`src/rtl/odo_nonce_dispatch.sv`:
```
// Odocrypt nonce dispatcher: issues one job per nonce to the hash cores,
// compares returned hashes against the share target and queues winners.
module odo_nonce_dispatch #(
  parameter int MAX_INFLIGHT = 16,
  parameter int WIN_DEPTH    = 4
) (
  input  logic           i_clk_h,
  input  logic           i_rst_h,
  input  logic [607:0]   i_header,
  input  logic [255:0]   i_target,
  input  logic [31:0]    i_nonce_start,
  input  logic [31:0]    i_nonce_end,
  input  logic           i_start,
  input  logic           i_sha_host_break,
  output logic           o_job_valid,
  input  logic           i_job_ready,
  output logic [639:0]   o_job_data,
  input  logic           i_res_valid,
  input  logic [255:0]   i_res_hash,
  input  logic [31:0]    i_res_nonce,
  output logic           o_ticket2moon,
  output logic           o_hash_cmplt,
  output logic           o_win_valid,
  output logic [31:0]    o_win_nonce,
  input  logic           i_win_rd,
  output logic           o_win_overflow,
  output logic           o_busy
);

  localparam int AW = (WIN_DEPTH > 1) ? $clog2(WIN_DEPTH) : 1;
  localparam logic [7:0] LP_MAX = 8'(MAX_INFLIGHT);
  localparam logic [AW:0] LP_DEPTH = (AW + 1)'(WIN_DEPTH);

  typedef enum logic [1:0] {
    S_IDLE,
    S_ISSUE,
    S_DRAIN,
    S_DONE
  } state_t;

  state_t r_state;
  state_t w_state_nxt;

  logic [607:0] r_header;
  logic [255:0] r_target;
  logic [31:0]  r_cur;
  logic [31:0]  r_end;
  logic [7:0]   r_out;
  logic         r_aborted;
  logic         r_cmp_v;
  logic         r_tick;
  logic [31:0]  r_tick_nonce;
  logic         r_overflow;

  logic [31:0]  r_mem [WIN_DEPTH];
  logic [AW-1:0] r_wr_ptr;
  logic [AW-1:0] r_rd_ptr;
  logic [AW:0]  r_count;

  logic w_job_valid;
  logic w_cmplt;
  logic w_hs;
  logic w_res_cnt;
  logic w_win;
  logic w_start;
  logic w_full;
  logic w_wr;
  logic w_pop;

  assign w_hs      = w_job_valid && i_job_ready;
  assign w_res_cnt = i_res_valid && (r_out != 8'd0);
  assign w_win     = w_res_cnt && (i_res_hash <= r_target);
  assign w_start   = (r_state == S_IDLE) && i_start;
  assign w_full    = (r_count == LP_DEPTH);
  assign w_wr      = r_tick && !w_full;
  assign w_pop     = i_win_rd && (r_count != '0);

  // Next-state and handshake/pulse outputs
  always_comb begin
    w_state_nxt = r_state;
    w_job_valid = 1'b0;
    w_cmplt     = 1'b0;
    unique case (r_state)
      S_IDLE: begin
        if (i_start) begin
          if (i_nonce_start > i_nonce_end)
            w_state_nxt = S_DRAIN;
          else
            w_state_nxt = S_ISSUE;
        end
      end
      S_ISSUE: begin
        w_job_valid = (r_out < LP_MAX);
        if (i_sha_host_break)
          w_state_nxt = S_DRAIN;
        else if (w_hs && (r_cur == r_end))
          w_state_nxt = S_DRAIN;
      end
      S_DRAIN: begin
        if ((r_out == 8'd0) && !r_cmp_v)
          w_state_nxt = S_DONE;
      end
      S_DONE: begin
        w_cmplt     = !r_aborted && !i_sha_host_break;
        w_state_nxt = S_IDLE;
      end
      default: w_state_nxt = S_IDLE;
    endcase
  end

  // State, scan snapshot, in-flight count and registered compare
  always_ff @(posedge i_clk_h) begin
    if (i_rst_h) begin
      r_state      <= S_IDLE;
      r_header     <= '0;
      r_target     <= '0;
      r_cur        <= '0;
      r_end        <= '0;
      r_out        <= '0;
      r_aborted    <= 1'b0;
      r_cmp_v      <= 1'b0;
      r_tick       <= 1'b0;
      r_tick_nonce <= '0;
    end else begin
      r_state <= w_state_nxt;
      if (w_start) begin
        r_header  <= i_header;
        r_target  <= i_target;
        r_cur     <= i_nonce_start;
        r_end     <= i_nonce_end;
        r_aborted <= 1'b0;
      end else begin
        if (w_hs)
          r_cur <= r_cur + 32'd1;
        if ((r_state != S_IDLE) && i_sha_host_break)
          r_aborted <= 1'b1;
      end
      case ({w_hs, w_res_cnt})
        2'b10:   r_out <= r_out + 8'd1;
        2'b01:   r_out <= r_out - 8'd1;
        default: r_out <= r_out;
      endcase
      r_cmp_v      <= w_res_cnt;
      r_tick       <= w_win;
      r_tick_nonce <= i_res_nonce;
    end
  end

  // Winning-nonce FIFO pointers, count and sticky overflow
  always_ff @(posedge i_clk_h) begin
    if (i_rst_h) begin
      r_wr_ptr   <= '0;
      r_rd_ptr   <= '0;
      r_count    <= '0;
      r_overflow <= 1'b0;
    end else begin
      if (w_wr)
        r_wr_ptr <= r_wr_ptr + 1'b1;
      if (w_pop)
        r_rd_ptr <= r_rd_ptr + 1'b1;
      case ({w_wr, w_pop})
        2'b10:   r_count <= r_count + 1'b1;
        2'b01:   r_count <= r_count - 1'b1;
        default: r_count <= r_count;
      endcase
      if (r_tick && w_full)
        r_overflow <= 1'b1;
      else if (w_start)
        r_overflow <= 1'b0;
    end
  end

  // FIFO storage, no reset needed: reads are gated by the count
  always_ff @(posedge i_clk_h) begin
    if (w_wr)
      r_mem[r_wr_ptr] <= r_tick_nonce;
  end

  assign o_job_valid    = w_job_valid;
  assign o_job_data     = {r_cur, r_header};
  assign o_ticket2moon  = r_tick;
  assign o_hash_cmplt   = w_cmplt;
  assign o_win_valid    = (r_count != '0);
  assign o_win_nonce    = o_win_valid ? r_mem[r_rd_ptr] : 32'd0;
  assign o_win_overflow = r_overflow;
  assign o_busy         = (r_state != S_IDLE);

endmodule

```
`config.mk`:
```
export PLATFORM = sky130hd
export DESIGN_NAME = odo_nonce_dispatch
export DESIGN_NICKNAME = d
export VERILOG_FILES = /design/src/rtl/odo_nonce_dispatch.sv
export SDC_FILE = /design/constraint.sdc
export NUM_CORES = 2
export LEC_CHECK = 0
export ABC_CLOCK_PERIOD_IN_PS = 5600
export BUFFER_PORTS_ARGS = -buffer_cell sky130_fd_sc_hd__buf_4
export CORE_AREA = 2 2 740 742
export CTS_BUF_LIST = sky130_fd_sc_hd__clkbuf_4 sky130_fd_sc_hd__clkbuf_8
export DETAILED_ROUTE_END_ITERATION = 6
export DIE_AREA = 0 0 742 744
export GPL_TIMING_DRIVEN = 0
export HOLD_SLACK_MARGIN = 0.15
export PLACE_DENSITY = 0.34
export SYNTH_ARGS = -nofsm -noshare
export SYNTH_HDL_FRONTEND = slang
export SYNTH_SLANG_ARGS = --single-unit
```
`constraint.sdc`:
```
create_clock -name i_clk_h -period 5.6 [get_ports i_clk_h]
set_input_delay 1.68 -clock i_clk_h [delete_from_list [all_inputs] [get_ports i_clk_h]]
set_output_delay 1.68 -clock i_clk_h [all_outputs]
set_load 0.02 [all_outputs]
```
Word level (Yosys, flattened, before mapping)
Memory sizes are Yosys's and may differ from the RTL's. A register that Yosys moved wholly into a read port is not among the register bits.
Cells that the tools add are included.
{"block": "totals", "regBits": 981, "ramBits": 128, "input_bits": 1223, "wordCells": 82, "n_memories": 1}
{"block": "classes", "n_addsub": 7, "magnitude_cmp": 3, "eq_ne": 12, "n_mux": 19, "n_reduce_logical": 26}
{"name": "r_mem", "words": 4, "width": 32, "rd": 1, "rd_clocked_by_memory_dff": 1, "wr": 1, "line_no": "55", "rtl": "logic [31:0] r_mem [WIN_DEPTH];"}
{"op": "less-or-equal comparator 256 bit", "n": 1}
{"op": "2-to-1 mux 32 bit", "n": 3}
{"op": "adder 32 x 1 -> 32 bit, second input constant", "n": 1}
{"op": "== test 32 bit", "n": 1}
{"op": "> comparator 32 bit", "n": 1}
{"op": "case mux 8 bit (2 select lines)", "n": 1}
{"op": "2-to-1 mux 2 bit", "n": 7}
{"op": "logical AND 1 bit", "n": 11}
{"op": "nonzero test 2 bit", "n": 5}
{"op": "adder 8 x 1 -> 8 bit, second input constant", "n": 1}
{"op": "== test 2 bit, second input constant", "n": 4}
{"op": "zero test 8 bit", "n": 1}
{"op": "< comparator 8 x 5 -> 1 bit, second input constant", "n": 1}
{"op": "case mux 2 bit (4 select lines)", "n": 1}
{"op": "nonzero test 8 bit", "n": 1}
{"op": "subtractor 8 x 1 -> 8 bit, second input constant", "n": 1}
{"op": "== test 2 x 1 -> 1 bit, second input constant", "n": 3}
{"op": "2-to-1 mux 1 bit", "n": 6}
{"op": "case mux 3 bit (2 select lines)", "n": 1}
{"op": "adder 2 x 1 -> 2 bit, second input constant", "n": 2}
{"op": "zero test 1 bit", "n": 4}
{"op": "!= test 2 bit, second input constant", "n": 2}
{"op": "adder 3 x 1 -> 3 bit, second input constant", "n": 1}
{"op": "== test 3 bit, second input constant", "n": 1}
{"op": "other kinds (6)", "n": 6}

Depth between registers and ports, before layout
{"block": "depth", "depth_word": 7, "depth_mapped": 16}

Least setup slack after synthesis
No wires, ideal clock.
{"block": "synth_timing", "path_type": "input to register", "startpoint": "input i_job_ready", "endpoint": "register r_out[7]", "setup_time_ns": 0.070, "t_arrival_ns": 3.974, "setup_slack_ns": 1.555, "cell_stages": 13, "path_cell_list": "and3_1 buf_4 inv_1 ha_1 ha_1 a21o_1 a21oi_1 nor2b_1 o21a_1 o41ai_1 xnor2_1 or3_1 a21oi_1"}
{"block": "synth_between", "elab_chain_cells": 3, "word_cells_on_any_way": 5}
{"item": "from (decl)", "line_no": "16", "rtl": "input logic i_job_ready,"}
{"item": "logical AND 1 bit (*)", "line_no": "70", "rtl": "assign w_hs = w_job_valid && i_job_ready;"}
{"item": "== test 2 x 1 -> 1 bit / == test 2 bit (equally long branches)", "line_no": "138", "rtl": "case ({w_hs, w_res_cnt})"}
{"item": "case mux 8 bit (2 select lines) / nonzero test 2 bit (equally long branches)"}
{"item": "to (signal assigned)", "line_no": "139", "rtl": "2'b10: r_out <= r_out + 8'd1;"}
{"item": "to (signal assigned)", "line_no": "140", "rtl": "2'b01: r_out <= r_out - 8'd1;"}
{"item": "to (signal assigned)", "line_no": "141", "rtl": "default: r_out <= r_out;"}
{"item": "to (decl)", "line_no": "48", "rtl": "logic [7:0] r_out;"}
Every way passes the cells marked *; elsewhere a longest branch is shown, timed or not.
A chain may end at the register's enable or synchronous reset.

==> flow_summary.json <==
{
  "rsz0062_at_grt": "no",
  "hold_end": "r_target[211]",
  "powerDensity_mw_per_mm2": 422,
  "slew_headroom_pct": -10.4,
  "num_rows": 271,
  "die_width_um": 742,
  "r2r-start": "r_state[1]",
  "whs_ps": 454,
  "dieHeight_um": 744,
  "p_int_mw": 18.2,
  "cp_data_arrival_time_ps": 3580,
  "finalSetupViolations": 0,
  "ys_seq_elements": 1111,
  "hold_viol_final": 0,
  "grt_usage_pct": 16.6,
  "syn_avg_cell_area_um2": 8.35,
  "reg2reg_slack_ps": 990,
  "synth_area_leaders": "dfxtp_1, nand2_1, a21oi_1",
  "pwr-share-comb_pct": 37.0,
  "synth_most_common_cell": "nand2_1",
  "post-route-min-period_ps": 5260,
  "yosys_warnings": 0,
  "cts.sinks": 1111,
  "violations": "capacitance limit, slew limit",
  "required_ps": 3920,
  "post-route-util_pct": 13.9,
  "cp-start-kind": "register",
  "final_layout_size_suffix_gt1_share_pct": 30.1,
  "wirelength_mm": 481,
  "worst_pin_slew_ps": 1640,
  "die_area_mm2": 0.552,
  "stdcell_area_mm2": 0.0754,
  "finalCritPeriodShare_pct": 93.9,
  "cp_max_fo": 10,
  "reg2reg_depth": 9,
  "hold_depth": 2,
  "cts_made_buffers": 232,
  "critPathBufInv": 3,
  "synthArstFlopShare_pct": 0,
  "io_pins": 1901,
  "routabilityCongestion": 0.932,
  "place_area_mm2": 0.0703,
  "port_buffers": 1899,
  "grt_pass1_wl_mm": 583,
  "grt_pass1_vias": 49400,
  "clock_skew_ps": 153,
  "power.leakage_nw": 30.0,
  "synthTopCellsByCount": "nand2_1, a21oi_1, dfxtp_1",
  "worst_hold_startpoint": "r_target[211]",
  "synth_top_area_cell": "dfxtp_1",
  "critical_path.top_delay_family": "buffers and inverters",
  "status": "finished, violations left",
  "vdd_drop_max_mv": 0.230,
  "clk_path_buf_depth": 4,
  "synth_cell_type_count": 61,
  "power_frac_seq_pct": 32.6,
  "syn-num-nets": 7122,
  "endpoint_kind": "output port",
  "power.switching_mw": 13.6,
  "gr-total-overflow": 0,
  "fmax_ghz": 0.190,
  "synth_edf_count": 128,
  "grt_antenna_before_repair": 254,
  "switching_share_pct": 42.8,
  "worstPathCellList": "clkbuf_1 -> buf_1 -> mux4_2 -> and2_1 -> buf_4",
  "dpl.cell_count": 14700,
  "num_vias": 50300,
  "synth_top_cell_area_share_pct": 42.2,
  "min_path_type": "reg -> reg",
  "postRouteAntennaNets": 0,
  "wire_per_inst_um": 31.6,
  "worstSetupPathType": "reg -> out",
  "reg2reg_to": "r_header[148]",
  "synth_ff_type": "dfxtp_1",
  "final_cells": 15200,
  "grt_max_degree": 25,
  "routed_via_density": 3.30,
  "clkSlewWorstSetupHoldPaths_ps": 60,
  "drv_cap": 1,
  "tritoncts": "built",
  "drv_slew": 2,
  "cts_root_buf": "clkbuf_8",
  "clk_latency_ps": 1110,
  "syn_area_mm2": 0.0467,
  "syn2layout_area_growth_pct": 61.6,
  "drcViolationCount": 0,
  "initial_core_util_pct": 8.59,
  "synthCells": 5591,
  "core-area_mm2": 0.544,
  "ys_seq_area_share_pct": 50.4,
  "cp_slowest_stage_delay_ps": 750,
  "dp_hpwl_mm": 430,
  "drt-initial-drc-count": 3822,
  "finalSetupTns_ps": 0,
  "drt_first_pass_iters": 6,
  "clkPwrFrac_pct": 30.4,
  "critPathSlowestCell": "buf_1",
  "nets": 9270,
  "cts.htree.levels": 4
}
==> metal layers <==
| layer | up-vias | global-route usage, % | wire length, µm | part of all wire, % |
|---|---|---|---|---|
| met3 | 663 | 12.7 | 84100 | 17 |
| met5 | - | 0.615 | 1300 | 0.27 |
| met4 | 132 | 3.72 | 12600 | 2.6 |
| met1 | 23900 | 19.1 | 188000 | 39 |
| met2 | 2582 | 24.2 | 195000 | 41 |
| li1 | 23000 | - | - | - |
==> cell type report <==
class,count,area (µm²)
diodes,86,215
multi-input cells,3839,20800
repair buffers,1914,14500
flip-flops and latches,1111,23500
inverters,312,1170
plain buffers,329,1260
clock buffers,356,4410
clock inverters,54,528
well taps,7234,9050
fillers,62800,468000
==> worst min-delay path: stages (launching register included) <==
cell	delay [ps]
dfxtp_1	300
nand2_1	50
a21oi_1	50
==> power by group through the flow <==
stage	registers, mW	logic, mW	clock network [mW]
after floorplan	11.3	4.01	0
after global placement	10.5	11.9	0
after detailed placement	10.6	11.9	0
after CTS	10.4	11.9	10.0
after global routing	10.5	12.8	10.3
final	10.4	11.8	9.68
==> cell families after synthesis <==
family                   after synthesis  share of synthesized area (%)
AND/OR/NAND/NOR                     2233                           19.6
XOR/XNOR                              69                           1.29
buffers and inverters                641                           5.16
AO/OA/AOI/OAI                       1194                           13.6
multiplexers                          35                           1.61
flip-flops                          1111                           50.4
adder cells (fa/ha/maj)              308                           8.29
==> registers in the layout, summed over array words and instances (netlist names), named ones only <==
name / flops
o_ticket2moon: 1
o_win_overflow: 1
r_aborted: 1
r_cmp_v: 1
r_count: 3
r_cur: 32
r_end: 32
r_header: 608
r_mem: 128
r_out: 8
r_rd_ptr: 2
r_state: 2
r_target: 256
r_tick_nonce: 32
r_wr_ptr: 2
==> metrics by stage <==
step           setup slack [ps]  total power, mW
3_5_place_dp              -1810             22.5
3_3_place_gp              -2730             22.4
2_1_floorplan              1560             15.3
6_report                    340             31.9
4_1_cts                    90.5             32.4
5_1_grt                    75.4             33.6
==> what timing repair did <==
item | in CTS | in global routing
resized for setup | 1 | 0
endpoints found under the setup margin | 1 | 0
setup buffers | 2 | 0
hold buffers | 0 | 0
==> layout by cell type, fill, tap and decap left out, drive strengths merged, types with 10 or more instances in the layout <==
| cell type | n |
|---|---|
| a211oi | 34 |
| a21o | 45 |
| a21oi | 1009 |
| and2 | 42 |
| and3 | 10 |
| buf | 1941 |
| clkbuf | 658 |
| clkinv | 38 |
| dfxtp | 983 |
| diode | 86 |
| edfxtp | 128 |
| ha | 306 |
| inv | 319 |
| mux4 | 32 |
| nand2 | 1856 |
| nand3 | 28 |
| nand4 | 85 |
| nor2 | 90 |
| nor2b | 46 |
| nor3 | 22 |
| nor4 | 25 |
| o21ai | 52 |
| or3 | 12 |
| xnor2 | 15 |
| xor2 | 54 |
==> how the worst max path moves through the flow <==
stage | startpoint | to | slack (ps) | cells past startpoint
after global routing | register | o_win_nonce[23] | 80 | 5
after floorplan | i_job_ready | r_out[7] | 1560 | 13
after global placement | i_rst_h | r_header[604] | -2730 | 5
after detailed placement | i_res_hash[211] | o_ticket2moon | -1810 | 10
after CTS | register | o_win_nonce[23] | 90 | 5
final | register | o_win_nonce[23] | 340 | 5
Note: power is estimated with default switching activity, not from simulation.
